[src/rtl/period_meter.sv]
// rtl/period_meter.sv - measures the period of a slow sensor pulse in clk cycles
//
// Purpose:
//   Counts clk cycles between rising edges of an asynchronous, slow sensor
//   pulse (hall / index sensor). Edges that arrive closer than MIN_PERIOD to
//   the last accepted edge are treated as glitches and ignored. If no edge
//   arrives within MAX_PERIOD cycles, the meter reports a timeout, drops lock
//   and waits for a fresh edge to re-arm.
//
// Ports:
//   clk           in   1      system clock
//   rst           in   1      asynchronous, active-low reset
//   sense_in      in   1      asynchronous sensor pulse; rising edge = one revolution
//   period        out  CNT_W  last accepted period in clk cycles, held between updates
//   period_valid  out  1      one-cycle pulse when period is updated
//   locked        out  1      high after the first accepted period, cleared on timeout
//   timeout       out  1      one-cycle pulse when no edge arrives within MAX_PERIOD

module period_meter #(
  parameter int CNT_W      = 24,
  parameter int MIN_PERIOD = 1000,
  parameter int MAX_PERIOD = 10_000_000
) (
  input  logic             clk,
  input  logic             rst,
  input  logic             sense_in,
  output logic [CNT_W-1:0] period,
  output logic             period_valid,
  output logic             locked,
  output logic             timeout
);

  localparam logic [CNT_W-1:0] MIN_CNT = CNT_W'(MIN_PERIOD);
  localparam logic [CNT_W-1:0] MAX_CNT = CNT_W'(MAX_PERIOD);
  localparam logic [CNT_W-1:0] ONE     = CNT_W'(1);

  typedef enum logic {
    IDLE,
    MEASURE
  } state_t;

  state_t           state;
  logic [CNT_W-1:0] counter;

  // Two-stage synchronizer plus one delay stage for edge detection.
  logic sync1;
  logic sync2;
  logic sync2_d;
  logic rise;

  assign rise = sync2 & ~sync2_d;

  // The counter is loaded with 1 on an accepted edge, so at the next accepted
  // edge it holds exactly the number of clk cycles between the two edges.
  always_ff @(posedge clk or negedge rst) begin
    if (!rst) begin
      sync1        <= 1'b0;
      sync2        <= 1'b0;
      sync2_d      <= 1'b0;
      state        <= IDLE;
      counter      <= '0;
      period       <= '0;
      period_valid <= 1'b0;
      locked       <= 1'b0;
      timeout      <= 1'b0;
    end else begin
      sync1        <= sense_in;
      sync2        <= sync1;
      sync2_d      <= sync2;
      period_valid <= 1'b0;
      timeout      <= 1'b0;

      case (state)
        IDLE: begin
          // First edge only arms the meter; there is no reference yet.
          if (rise) begin
            counter <= ONE;
            state   <= MEASURE;
          end else begin
            counter <= '0;
          end
        end

        MEASURE: begin
          // An edge takes priority over the timeout check, so an edge landing
          // exactly at MAX_PERIOD is still a valid measurement.
          if (rise && (counter >= MIN_CNT)) begin
            period       <= counter;
            period_valid <= 1'b1;
            locked       <= 1'b1;
            counter      <= ONE;
          end else if (rise) begin
            // Glitch: keep counting from the last accepted edge.
            counter <= counter + ONE;
          end else if (counter == MAX_CNT) begin
            timeout <= 1'b1;
            locked  <= 1'b0;
            counter <= '0;
            state   <= IDLE;
          end else begin
            counter <= counter + ONE;
          end
        end

        default: begin
          counter <= '0;
          state   <= IDLE;
        end
      endcase
    end
  end

endmodule

[config.mk]
export PLATFORM = sky130hd
export DESIGN_NAME = period_meter
export DESIGN_NICKNAME = d
export VERILOG_FILES = /design/src/rtl/period_meter.sv
export SDC_FILE = /design/constraint.sdc
export NUM_CORES = 1
export LEC_CHECK = 0
export ABC_AREA = 1
export BUFFER_PORTS_ARGS = -buffer_cell sky130_fd_sc_hd__buf_2
export CAP_MARGIN = 10
export CORE_UTILIZATION = 55
export CTS_BUF_LIST = sky130_fd_sc_hd__clkbuf_4
export CTS_CLUSTER_SIZE = 30
export DETAILED_ROUTE_END_ITERATION = 16
export HOLD_SLACK_MARGIN = 0.1
export PLACE_DENSITY_LB_ADDON = 0.05
export SYNTH_ARGS = -nofsm -noshare
export SYNTH_HDL_FRONTEND = slang
export SYNTH_SLANG_ARGS = --single-unit
[constraint.sdc]
create_clock -name clk -period 1.39 [get_ports clk]
set_input_delay 0.0695 -clock clk [delete_from_list [all_inputs] [get_ports clk]]
set_output_delay 0.0695 -clock clk [all_outputs]
set_load 0.05 [all_outputs]
## After elaboration in Yosys (flattened, before gate mapping)

Cells that the tools add are included.

| operators by class | value |
|---|---|
| add/sub/neg operators | 1 |
| order comparisons | 1 |
| eq/ne operators | 2 |
| multiplexer cells | 19 |
| bitwise logic cells | 3 |
| reductions and logical operators | 4 |

Operator list:

| kind | number |
|---|---|
| $mux 24 | 3 |
| $pmux 24 s2 | 1 |
| $add 24x1->24 const B | 1 |
| $eq 24x24->1 const B | 1 |
| $ge 24x10->1 const B | 1 |
| $mux 1 | 14 |
| $reduce_and 3->1 | 1 |
| $ne 2x1->1 const B | 1 |
| $not 1->1 | 2 |
| $pmux 1 s2 | 1 |
| $reduce_and 2->1 | 1 |
| $reduce_bool 2->1 | 1 |
| $and 1x1->1 | 1 |
| $logic_and 1x1->1 | 1 |

| word-level totals | value |
|---|---|
| register bits after elaboration | 55 |

## Longest topological paths before layout

| logic depth | value |
|---|---|
| word-level depth | 5 |
| mapped depth | 9 |
| depth with buffers taken out | 9 |

## Worst setup path before layout

Ideal clock, no wire load.

| timing path | value |
|---|---|
| kind | register -> register |
| start point | register counter[0] |
| end point | register counter[16] |
| data arrival time | 1.390 ns |
| required time | 1.262 ns |
| path slack | -0.127 ns |
| cell stages (with the launch flop) | 9 |
| path buffers | 0 |
| clock period less this slack | 1.517 ns |
| cell sequence | dfrtp_1 -> ha_1 -> nand2_1 -> nor2_2 -> nand2_1 -> nor2_2 -> inv_1 -> o21ai_0 -> nor2_4 |

| on the way | value |
|---|---|
| word-level cells in the longest chain between the ends | 5 |
| elaborated cells on any way between the ends | 8 |
| those cells by class | 1 x add/sub; 1 x order compare; 1 x eq/ne; 4 x mux; 1 x reduce/logical |

Ends and longest elaborated chain:

| what | RTL line | text |
|---|---|---|
| from (decl) | 43 | `logic [CNT_W-1:0] counter;` |
| from (signal assigned) | 94 | `counter <= counter + ONE;` |
| from (signal assigned) | 101 | `counter <= counter + ONE;` |
| $add 24x1->24 or $eq 24x24->1 (tied branches) | 94, 101, 95 |  |
| $mux 24 | 95 | `end else if (counter == MAX_CNT) begin` |
| $mux 24 | 92 | `end else if (rise) begin` |
| $mux 24 (*) | 87 | `if (rise && (counter >= MIN_CNT)) begin` |
| $pmux 24 s2 (*) | 73 | `case (state)` |

Mark *: on every way between the ends. The rest lies on a longest branch, timed or not.
A chain may end at the register's enable or synchronous reset.

## Worst setup path after layout

| timing path | value |
|---|---|
| start point | register counter[17] |
| end point | register counter[1] |

| on the way | value |
|---|---|
| word-level cells in the longest chain between the ends | 5 |
| elaborated cells on any way between the ends | 7 |
| those cells by class | 1 x order compare; 1 x eq/ne; 4 x mux; 1 x reduce/logical |

Ends and longest elaborated chain:

| what | RTL line |
|---|---|
| parallel branches: the longest is 3 deep, another holds $ge 24x10->1 | - |
| $mux 24 (*) | 87 |
| $pmux 24 s2 (*) | 73 |

Every way passes the cells marked *.

==> results.ini <==
[run_status]
status = finished, violations left
failed_checks = setup timing

[cells_and_area]
nets = 478
final_cells = 541
final_core_util_pct = 85.6
num_antenna_cells = 0
final_layout_size_suffix_gt1_share_pct = 41.6
area_growth_pct = 45.5
design_area_um2 = 4180

[critical_path]
crit_chain = buf_6, inv_4, nand2_4, nor2_2, nand2_1, nor2_1, nand2_2, nand3_4, clkbuf_16, nor2_2
crit_top_cell = nor2_2
slowest_delay_ns = 0.46
cp-end-kind = register
cp.depth = 10
path_class = reg2reg
r2r_slack_ns = -0.27
crit_arrival_ns = 1.95
cp.required_ns = 1.68
slowest_stage = dfrtp_1
reg2reg_depth = 10
r2r_start = counter[17]
worst-path-buf-inv = 3
start_kind = register
critPathMaxFanout = 5
r2r_end = counter[1]
crit_family = simple AND/OR/NAND/NOR gates

[sta]
fin_setup_tns_ns = -8.69
fin_crit_sh_pct = 120
max_freq_mhz = 602
slew_headroom_pct = 73.9
rsz0062_at_grt = true
holdWs_ns = 0.186
worst_pin_slew_ns = 0.392
worst_slack_ns = -0.271
finalHoldViolations = 0
finClkSkew_ns = 0.0148
slew_viol_final = 0
fin_crit_ns = 1.66
setup_viol = 51

[routing]
topRoutingLayerUsed = met4
dr_wl_met3_um = 755
initialDrtViolationCount = 249
vias = 3046
routedWlPerCell_um = 17.0
drc = 0
drt-met1-wl_um = 3700
ant_nets = 0
firstDrtPassIters = 5
routed_wirelength_um = 9220
vias_per_cell = 5.63
dr_wl_met2_um = 4400

[yosys]
syn_area_um2 = 2870
synth_ff_type = dfrtp_1
synth_top_area_cell = dfrtp_1
netlist_top_cells_area = dfrtp_1 (48%), nand2_1 (15%), nor2_1 (6.7%)
synthArstFlopShare_pct = 100
synth_commonest_cells = nand2_1 (115), dfrtp_1 (55), nor2_1 (51), nand4_1 (28), inv_1 (25)
synth_edf_count = 0
synth_nets = 360
synth_top_area_share_pct = 47.9
synthCells = 355
yosys.cell_types.count = 24
ys_ff_latch = 55
syn_avg_cell_area_um2 = 8.09
yosys_warnings = 0
yosysSeqAreaShare_pct = 47.9
yosysMostFrequentCell = nand2_1

[place]
post_dp_cell_area_um2 = 3530
gp_congestion = 0.973
place_ws_ns = -0.176
io_buffers = 29
dp.cells = 499
dp_hpwl_um = 5220

[power_and_ir_drop]
ir_worst_vdd_mv = 0.595
p_leak_nw = 2.13
power.total_mw = 3.36
power_density_nw_per_um2 = 804

[floorplanning]
die_h_um = 74.3
die_area_um2 = 5510
start_util_pct = 58.8
ios = 30
dieWidth_um = 74.3
coreArea_um2 = 4880
placementRows = 25

[grt]
grt_pass1_wl_um = 13000
grt_max_degree = 56
grt_usage_pct = 31.9
grt.overflow.total = 0
grt_pass1_vias = 2738
antenna_found_initial = 0

[clock_network]
clk_pin_slew_ns = 0.16
htreeDepth = 2
clockBufferDepth = 2
insertion_delay_ns = 0.39
cts_tree = done
root_buffer = clkbuf_4
cts_inserted_buffers = 5
cts_sinks = 55

[min_path]
hp-class = in2async

[flow_run]
max_cap_viol_count = 0

==> logic make-up after synthesis <==
group                      count (synthesis)  synth area share [%]
DFF                                       55                  47.9
adders and majority gates                  2                 0.871
buffers and inverters                     40                  6.06
xor gates and xnor gates                  13                  3.97
and+or+nand+nor                          238                  39.9
AOI/OAI and AO/OA                          7                  1.31
==> timing repair <==
action / in CTS / in global routing
gates resized for setup: 31 / 51
gates cloned: 3 / 3
hold buffers: 2 / 0
buffers inserted: 20 / 7
endpoints found under the setup margin: 50 / 52
pin swaps: 15 / 30
hold endpoints to repair: 56 / 0
==> per-layer routing <==
layer	vias up	GRT usage, %
met4	0	10.5
met5	-	0
met2	192	53.7
met3	40	5.15
li1	1380	-
met1	1434	42.0
==> power breakdown <==
part | leakage (nW) | switching (mW) | internal, mW
logic | 1.36 | 0.454 | 0.406
clock network | 0.0263 | 0.515 | 0.187
registers | 0.744 | 0.122 | 1.68
==> worst max-delay path by stage <==
stage | from | slack, ns | end
after floorplan | counter[11] | -0.05 | counter[12]
after global placement | counter[1] | -0.1 | counter[16]
final | counter[17] | -0.27 | counter[1]
after global routing | counter[17] | -0.29 | counter[2]
after CTS | counter[1] | -0.15 | counter[20]
after detailed placement | counter[1] | -0.18 | counter[18]
==> flip-flops by register name (all words and copies together) (netlist names) <==
register / count
counter: 24
period: 24
locked: 1
period_valid: 1
state: 1
sync1: 1
sync2: 1
sync2_d: 1
timeout: 1
==> worst reg2reg max path, cell delays in order, from the launching register on <==
cell	delay (ns)
dfrtp_1	0.46
buf_6	0.15
inv_4	0.05
nand2_4	0.05
nor2_2	0.11
nand2_1	0.07
nor2_1	0.14
nand2_2	0.14
nand3_4	0.16
clkbuf_16	0.19
nor2_2	0.04
==> final cells by class <==
| type | count | area (um2) |
|---|---|---|
| inverter | 28 | 110 |
| multi-input combinational | 263 | 1590 |
| tap | 67 | 83.8 |
| fill | 288 | 702 |
| clock buffer | 5 | 37.5 |
| clock inverter | 3 | 15.0 |
| timing repair buffer | 120 | 960 |
| sequential | 55 | 1380 |
==> placed cells by master, fill, tap and decap left out, types with 3 or more instances in the layout <==
| cell | count |
|---|---|
| nor2_2 | 9 |
| dfrtp_2 | 5 |
| dfrtp_1 | 50 |
| buf_12 | 4 |
| nand2_4 | 4 |
| nand3_1 | 16 |
| o21ai_2 | 3 |
| nand3_4 | 7 |
| xnor2_1 | 4 |
| inv_2 | 5 |
| nor2_1 | 38 |
| buf_6 | 9 |
| clkbuf_4 | 5 |
| nand2_2 | 8 |
| nor2_4 | 20 |
| inv_1 | 21 |
| xor2_1 | 7 |
| nand2_1 | 104 |
| nand4_1 | 28 |
| buf_4 | 73 |
| buf_2 | 29 |
Note: power is estimated with default switching activity, not from simulation.
